### src/rtl/pht_pkg.sv
`default_nettype none
// ============================================================================
// Module   : pht_pkg
// Purpose  : Shared pattern-history constants, FSM encoding and the
//            saturating counter step used by the PHT and BTB hysteresis.
// Revision : 1.0 - initial release
// ============================================================================
package pht_pkg;

  localparam int c_CTRWIDTH = 2;
  localparam int c_INITCTR  = 1;
  localparam int c_CTR_MAXW = 16;

  typedef enum logic [0:0] {
    ST_IDLE  = 1'b0,
    ST_CLEAR = 1'b1
  } pht_state_e;

  // Counters of any width up to c_CTR_MAXW are zero-extended by the caller.
  function automatic logic [c_CTR_MAXW-1:0] sat_inc_dec(
    input logic [c_CTR_MAXW-1:0] ctr,
    input logic [c_CTR_MAXW-1:0] ctr_max,
    input logic                  taken
  );
    localparam logic [c_CTR_MAXW-1:0] c_ONE = c_CTR_MAXW'(1);
    logic [c_CTR_MAXW-1:0] res;
    res = ctr;
    if (taken) begin
      if (ctr < ctr_max) res = ctr + c_ONE;
    end else begin
      if (ctr != '0) res = ctr - c_ONE;
    end
    return res;
  endfunction

endpackage
`default_nettype wire

### src/rtl/sat_ctr_next.sv
`default_nettype none
// ============================================================================
// Module   : sat_ctr_next
// Purpose  : Combinational next value of a saturating up/down counter.
// Revision : 1.0 - initial release
// ============================================================================
module sat_ctr_next
  import pht_pkg::*;
#(
  parameter int WIDTH = c_CTRWIDTH
) (
  input  logic [WIDTH-1:0] i_ctr,
  input  logic             i_taken,
  output logic [WIDTH-1:0] o_ctr
);

  localparam logic [c_CTR_MAXW-1:0] c_MAX = c_CTR_MAXW'((1 << WIDTH) - 1);

  assign o_ctr = WIDTH'(sat_inc_dec(c_CTR_MAXW'(i_ctr), c_MAX, i_taken));

endmodule
`default_nettype wire

### src/rtl/pht_ctrl.sv
`default_nettype none
// ============================================================================
// Module   : pht_ctrl
// Purpose  : Pattern history table controller: lookup port, saturating
//            read-modify-write update port and a two-entry-per-cycle flush.
// Revision : 1.0 - initial release
// ============================================================================
module pht_ctrl
  import pht_pkg::*;
#(
  parameter int LOGINDEX = 8,
  parameter int CTRWIDTH = c_CTRWIDTH,
  parameter int INITCTR  = c_INITCTR
) (
  input  logic                clock,
  input  logic                reset_n,
  input  logic                flush_in,
  input  logic                lk_valid_in,
  input  logic [LOGINDEX-1:0] lk_index_in,
  output logic                pred_valid_out,
  output logic                pred_taken_out,
  output logic [CTRWIDTH-1:0] pred_ctr_out,
  input  logic                upd_valid_in,
  input  logic [LOGINDEX-1:0] upd_index_in,
  input  logic                upd_taken_in,
  output logic                busy_out,
  output logic                ram_we1_out,
  output logic                ram_we2_out,
  output logic [LOGINDEX-1:0] ram_index1_out,
  output logic [LOGINDEX-1:0] ram_index2_out,
  output logic [CTRWIDTH-1:0] ram_data1_out,
  output logic [CTRWIDTH-1:0] ram_data2_out,
  input  logic [CTRWIDTH-1:0] ram_rdata1_in,
  input  logic [CTRWIDTH-1:0] ram_rdata2_in
);

  localparam int                  c_PTRW     = (LOGINDEX > 1) ? LOGINDEX - 1 : 1;
  localparam logic [c_PTRW-1:0]   c_PTR_LAST = c_PTRW'((1 << (LOGINDEX - 1)) - 1);
  localparam logic [c_PTRW-1:0]   c_PTR_ONE  = c_PTRW'(1);
  localparam logic [CTRWIDTH-1:0] c_INIT     = CTRWIDTH'(INITCTR);

  pht_state_e          r_state;
  logic [c_PTRW-1:0]   r_ptr;
  logic                r_busy;
  logic                r_upd_v;
  logic                r_upd_tk;
  logic [LOGINDEX-1:0] r_upd_idx;
  logic                r_pred_valid;
  logic [CTRWIDTH-1:0] r_pred_ctr;

  logic                w_idle;
  logic                w_bypass;
  logic                w_lk_accept;
  logic [CTRWIDTH-1:0] w_upd_ctr;
  logic [CTRWIDTH-1:0] w_lk_ctr;
  logic [LOGINDEX-1:0] w_clr_idx_even;
  logic [LOGINDEX-1:0] w_clr_idx_odd;

  // The pointer addresses an even/odd entry pair.
  generate
    if (LOGINDEX > 1) begin : g_clr_idx_wide
      assign w_clr_idx_even = {r_ptr, 1'b0};
      assign w_clr_idx_odd  = {r_ptr, 1'b1};
    end else begin : g_clr_idx_single
      assign w_clr_idx_even = 1'b0;
      assign w_clr_idx_odd  = 1'b1;
    end
  endgenerate

  sat_ctr_next #(
    .WIDTH (CTRWIDTH)
  ) u_sat_ctr_next (
    .i_ctr   (ram_rdata2_in),
    .i_taken (r_upd_tk),
    .o_ctr   (w_upd_ctr)
  );

  assign w_idle      = (r_state == ST_IDLE);
  assign w_bypass    = r_upd_v && (r_upd_idx == lk_index_in);
  assign w_lk_ctr    = w_bypass ? w_upd_ctr : ram_rdata1_in;
  assign w_lk_accept = w_idle && lk_valid_in && !flush_in;

  always_comb begin
    ram_we1_out    = 1'b0;
    ram_we2_out    = r_upd_v;
    ram_index1_out = lk_index_in;
    ram_index2_out = r_upd_idx;
    ram_data1_out  = c_INIT;
    ram_data2_out  = w_upd_ctr;
    if (!w_idle) begin
      ram_we1_out    = 1'b1;
      ram_we2_out    = 1'b1;
      ram_index1_out = w_clr_idx_even;
      ram_index2_out = w_clr_idx_odd;
      ram_data2_out  = c_INIT;
    end
  end

  always_ff @(posedge clock or negedge reset_n) begin
    if (!reset_n) begin
      r_state      <= ST_IDLE;
      r_ptr        <= '0;
      r_busy       <= 1'b0;
      r_upd_v      <= 1'b0;
      r_upd_tk     <= 1'b0;
      r_upd_idx    <= '0;
      r_pred_valid <= 1'b0;
      r_pred_ctr   <= '0;
    end else begin
      // Updates arriving while clearing are discarded at capture.
      r_upd_v      <= upd_valid_in && w_idle;
      r_upd_tk     <= upd_taken_in;
      r_upd_idx    <= upd_index_in;
      r_pred_valid <= w_lk_accept;
      if (w_lk_accept) r_pred_ctr <= w_lk_ctr;

      case (r_state)
        ST_IDLE: begin
          if (flush_in) begin
            r_state <= ST_CLEAR;
            r_busy  <= 1'b1;
            r_ptr   <= '0;
          end
        end
        ST_CLEAR: begin
          if (flush_in) begin
            r_ptr <= '0;
          end else if (r_ptr == c_PTR_LAST) begin
            r_state <= ST_IDLE;
            r_busy  <= 1'b0;
            r_ptr   <= '0;
          end else begin
            r_ptr <= r_ptr + c_PTR_ONE;
          end
        end
        default: begin
          r_state <= ST_IDLE;
          r_busy  <= 1'b0;
        end
      endcase
    end
  end

  assign pred_valid_out = r_pred_valid;
  assign pred_ctr_out   = r_pred_ctr;
  assign pred_taken_out = r_pred_ctr[CTRWIDTH-1];
  assign busy_out       = r_busy;

endmodule
`default_nettype wire
### config.mk
export PLATFORM = sky130hd
export DESIGN_NAME = pht_ctrl
export DESIGN_NICKNAME = d
export VERILOG_FILES = /design/src/rtl/pht_pkg.sv /design/src/rtl/sat_ctr_next.sv /design/src/rtl/pht_ctrl.sv
export SDC_FILE = /design/constraint.sdc
export NUM_CORES = 1
export LEC_CHECK = 0
export CORE_MARGIN = 2
export CORE_UTILIZATION = 41
export CTS_CLUSTER_SIZE = 12
export DETAILED_ROUTE_END_ITERATION = 16
export HOLD_SLACK_MARGIN = 0.08
export PLACE_DENSITY_LB_ADDON = 0.15
export SKIP_LAST_GASP = 1
export SYNTH_ARGS = -nofsm -noshare
export SYNTH_HDL_FRONTEND = slang
export SYNTH_SLANG_ARGS = --single-unit
### constraint.sdc
create_clock -name clock -period 1.5 [get_ports clock]
set_input_delay 0.15 -clock clock [delete_from_list [all_inputs] [get_ports clock]]
set_output_delay 0.15 -clock clock [all_outputs]
set_load 0.02 [all_outputs]
# --- Word-level counts from Yosys, hierarchy flattened ---
# Cells that the tools add are included.
totals:
  output_inout_bits: 27
  reg_bits: 22
  in_bits: 26
  elab_cells: 46
classes:
  bitwise: 1
  reduce_logical: 7
  order_cmp: 1
  n_eq_ne: 5
  addsub: 3
  muxes: 21
op_table:
  columns: ["operator", "n"]
  rows:
  - ["$mux W7", 3]
  - ["$mux W8", 2]
  - ["$pmux W7 S2", 1]
  - ["$mux W2", 5]
  - ["$eq A8 B8 Y1", 1]
  - ["$mux W1", 8]
  - ["$add A7 B1 Y7 const B", 1]
  - ["$eq A7 B7 Y1 const B", 1]
  - ["$logic_and A1 B1 Y1", 4]
  - ["$ne A2 B2 Y1 const B", 2]
  - ["$pmux W1 S2", 2]
  - ["$reduce_and A3 Y1", 1]
  - ["$add A2 B1 Y2 const B", 1]
  - ["$lt A2 B2 Y1 const B", 1]
  - ["$ne A2 B1 Y1 const B", 1]
  - ["$reduce_bool A2 Y1", 1]
  - ["$sub A2 B1 Y2 const B", 1]
  - ["$logic_not A1 Y1", 1]
  - ["$not A1 Y1", 1]

# --- Depth between registers and ports, before layout ---
logic_depth:
  ltp_word: 4
  depth_mapped: 6
  ltp_nobuf: 5

# --- Cells and area by module ---
# A second synthesis with hierarchy kept.
unflattened:
  cells_unflattened: 134
  hier_area_um2: 1202.4
by_module_without_submodules:
  columns: ["mod", "instances", "cells_per_inst", "seq_area_each_um2", "area_per_inst_um2"]
  rows:
  - ["pht_ctrl", 1, 131, 550.5, 1176.1]
  - ["sat_ctr_next", 1, 3, 0.0, 26.3]

# --- Worst setup path before layout ---
# OpenSTA, ideal clock, no wires.
synth_path:
  path_type: "flip-flop to output port"
  start: "register r_state"
  end: "output ram_index1_out[7]"
  path_stages_with_launch: 3
  slack_ps: 141
  path_buffers: 1
  t_required_ps: 1350
  t_arrival_ps: 1209
  path_cell_list: "dfrtp_1 -> clkbuf_1 -> o21ai_0"
synth_via:
  elab_chain_cells: 1
synth_lines:
  columns: ["item", "line", "text"]
  rows:
  - ["from (decl)", "pht_ctrl.sv:42", "pht_state_e r_state;"]
  - ["from (signal assigned)", "pht_ctrl.sv:101", "r_state <= ST_IDLE;"]
  - ["from (signal assigned)", "pht_ctrl.sv:120", "r_state <= ST_CLEAR;"]
  - ["from (signal assigned)", "pht_ctrl.sv:129", "r_state <= ST_IDLE;"]
  - ["$mux W8", "pht_ctrl.sv:90", "if (!w_idle) begin"]
  - ["to (decl)", "pht_ctrl.sv:29", "output logic [LOGINDEX-1:0] ram_index1_out,"]
# Every way passes these cells.

# --- Final worst setup path ---
layout_path:
  start: "register r_upd_tk"
  end: "output ram_data2_out[0]"
layout_via:
  elab_chain_cells: 2
layout_lines:
  columns: ["item", "line", "text"]
  rows:
  - ["from (decl)", "pht_ctrl.sv:46", "logic r_upd_tk;"]
  - ["from (signal assigned)", "pht_ctrl.sv:112", "r_upd_tk <= upd_taken_in;"]
  - ["$mux W2", "pht_pkg.sv:28", "if (taken) begin"]
  - ["$mux W2", "pht_ctrl.sv:90", null]
  - ["to (decl)", "pht_ctrl.sv:32", "output logic [CTRWIDTH-1:0] ram_data2_out,"]
# Every way passes these cells.

==> metrics.md <==
| Metric | Value |
|---|---|
| Status | finished with violations |
| Failing checks | negative setup slack |
| First-pass GRT wire length | 4860 um |
| Routed vias/inst | 4.91 |
| Wire per inst | 13.2 um |
| TritonCTS Buffers | 3 |
| WHS | 0.182 ns |
| Core Area | 0.00273 sq mm |
| Unrepaired setup endpoints after global routing | true |
| Antenna-violating nets left | 0 |
| CTS max path bufs | 2 |
| Final WS setup | -0.108 ns |
| Worst path max stage delay | 0.40 ns |
| Cells taking the most area after synthesis | dfrtp_1 (47%), o21ai_0 (7.3%), xnor2_1 (6.0%), inv_1 (5.1%), nand2_1 (3.8%) |
| Share of layout cells above drive strength 1 | 0.297 |
| Remaining global-route overflow | 0 |
| Max Transition Viols Final | 0 |
| Endpoints failing setup | 4 |
| Syn_area_per_cell | 8.95 sq um |
| Gr usage total | 0.190 |
| Starting Density | 0.429 |
| Syn Inst Count | 131 |
| Worst-path clk slew | 0.12 ns |
| CP Launch Type | flip-flop |
| Diode count | 0 |
| Worst path slowest cell | dfrtp_1 |
| Net Count, Synth | 158 |
| Critical Path RT | 1.35 ns |
| Critical path class | flip-flop to primary output |
| Hpwl dp | 2230 um |
| Yosys warnings | 0 |
| Vias | 1,144 |
| Largest area contributor in the netlist | dfrtp_1 |
| Largest net degree at the start of global routing | 32 |
| Count of input and output buffers | 50 |
| Fin nets | 231 |
| Maximum vdd drop | 0.445 mV |
| Top post-synthesis cells by count | dfrtp_1 (22), o21ai_0 (17), inv_1 (16), nand2_1 (12), xnor2_1 (8) |
| Max-cap check violation count | 0 |
| Most numerous cell in the Yosys netlist | dfrtp_1 |
| Setup crit end kind | primary output |
| Post-synth EDFFs | 0 |
| Largest delay share family, worst path | flip-flops |
| Reg2Reg Depth | 5 |
| Number of H-tree levels | 1 |
| Predominant post-synthesis flop cell | dfrtp_1 |
| CP bufs+invs | 1 |
| Io pins | 53 |
| Distinct cells, synth | 35 |
| Antenna violations before repair | 0 |
| Clock Latency Late Sink | 0.31 ns |
| Reg-to-Reg Start | r_ptr[0] |
| Final Hold Fails | 0 |
| Row cnt | 19 |
| Synthesized cell area | 0.00117 sq mm |
| Post-synth top area share | 0.470 |
| CTS root buffer | clkbuf_4 |
| DP Cell Count | 222 |
| Final clock skew | 0.00102 ns |
| Post-route DRC violation count | 0 |
| Iter 0 DRT Violations | 19 |
| Pwr Density | 610 mW/mm^2 |
| Register area share after synthesis | 0.470 |
| Worst Path Max Fanout | 2 |
| CP Cell Sequence | maj3_2 -> or2_2 -> buf_2 |
| Drt first pass iters | 4 |
| Ys async rst share | 1.00 |
| Fin cells | 233 |
| Fmax achieved | 622 MHz |
| Vias in the first global route | 1,106 |
| R2R setup slack | 0.08 ns |
| Die footprint | 0.00330 sq mm |
| Die W | 57.5 um |
| CTS tree | built |
| Pre-CTS setup slack | -0.480 ns |
| HP Class | input pin to asynchronous set/reset pin |
| GP Congestion | 0.779 |
| Area added between synthesis and finish | 59.7% |
| Die Height | 57.5 um |
| Min Clock Period, post-route | 1.61 ns |
| Routed WL | 3070 um |
| Leakage | 0.978 nW |
| # clock sinks | 22 |
| Final Cycle Share | 1.07 |
| Worst Path Arrival | 1.46 ns |
| Yosys reg bits | 22 |
| RR Endpoint | r_ptr[5] |
[report_power, final]
| group | switching, mW | internal (mW) |
|---|---|---|
| logic | 0.104 | 0.138 |
| clock network | 0.180 | 0.0939 |
| registers | 0.0146 | 0.612 |
| total | 0.298 | 0.844 |
[registers in the layout, summed over array words and instances, names as in the netlist]
| name | count |
|---|---|
| r_upd_idx | 8 |
| r_upd_tk | 1 |
| r_state | 1 |
| pred_valid_out | 1 |
| pred_ctr_out | 2 |
| r_ptr | 7 |
| busy_out | 1 |
| r_upd_v | 1 |
[layer usage]
layer  track usage  part of all wire  wire, um
met5             0                 0         0
met4        0.0831             0.015        46
met1         0.254              0.45      1380
met3        0.0249             0.053       163
met2         0.308              0.48      1490
[final cells by class]
type / instances / area [sq um]
Fill cell: 224 / 862
Timing Repair Buffer: 76 / 677
Sequential cell: 22 / 552
Multi-Input combinational cell: 84 / 518
Inverter: 17 / 63.8
Tap cell: 31 / 38.8
Clock buffer: 3 / 22.5
[cell usage in the layout, fill, tap and decap left out, drive strengths merged]
cell type,netlist,routed
maj3,2,2
clkdlybuf4s50,0,27
and4,1,1
ha,1,1
conb,2,2
and3,2,2
mux2i,1,1
mux2,1,1
o21ai,18,18
nor3,1,1
nor2,8,8
a31oi,3,3
o31ai,2,2
xnor2,8,8
nand2,12,12
nand3,2,2
and2,2,2
or3,1,1
nand4,5,5
buf,6,42
or2,4,4
xor2,2,2
a311oi,1,1
clkbuf,2,6
a2bb2oi,1,1
dfrtp,22,22
dlymetal6s2s,0,4
a21oi,2,2
nor2b,2,2
inv,17,17
[cell families (layout without fill, tap and decap cells)]
family | Yosys count | in the layout | synth area share
buf+inv | 25 | 96 | 0.0928
xor+xnor | 10 | 10 | 0.0747
compound gates | 27 | 27 | 0.129
fa+ha+maj | 3 | 3 | 0.0277
mux | 2 | 2 | 0.0181
flops | 22 | 22 | 0.470
simple gates | 40 | 40 | 0.181
other cells | 2 | 2 | 0.00641
[worst max path at each step]
stage	cells past startpoint	start	endpoint	slack (ns)
after CTS	3	r_upd_tk	ram_data2_out[0]	-0.18
after floorplan	2	r_state	ram_index1_out[7]	0.14
after global placement	5	ram_rdata2_in[0]	ram_data2_out[0]	-0.46
final	3	r_upd_tk	ram_data2_out[0]	-0.11
after global routing	3	r_upd_tk	ram_data2_out[0]	-0.18
after detailed placement	5	ram_rdata2_in[0]	ram_data2_out[0]	-0.48
[per-stage QoR]
stage | total power, mW | utilization | cell area, sq um | setup TNS (ns)
detailed placement | 0.874 | 0.664 | 1810 | -1.90
floorplan | 0.731 | - | 1170 | 0
CTS | 1.14 | 0.648 | 1770 | -0.428
finish | 1.14 | 0.685 | 1870 | -0.255
global placement | 0.870 | 0.664 | 1810 | -1.81
global route | 1.21 | 0.685 | 1870 | -1.05
[worst reg2reg max path, delay by kind of cell, from the launching register on]
kind / cells / cell delay (ns)
flops: 1 / 0.43
compound gates: 2 / 0.36
fa+ha+maj: 1 / 0.25
simple gates: 2 / 0.29
[what timing repair did]
action                                  in CTS  in global routing
gates cloned                                 0                  2
hold buffers                                 0                  0
buffers inserted                             2                  4
pin swaps                                    2                  0
endpoints found under the setup margin      20                 14
resized for setup                           91                 14
Note: power is estimated with default switching activity, not from simulation.
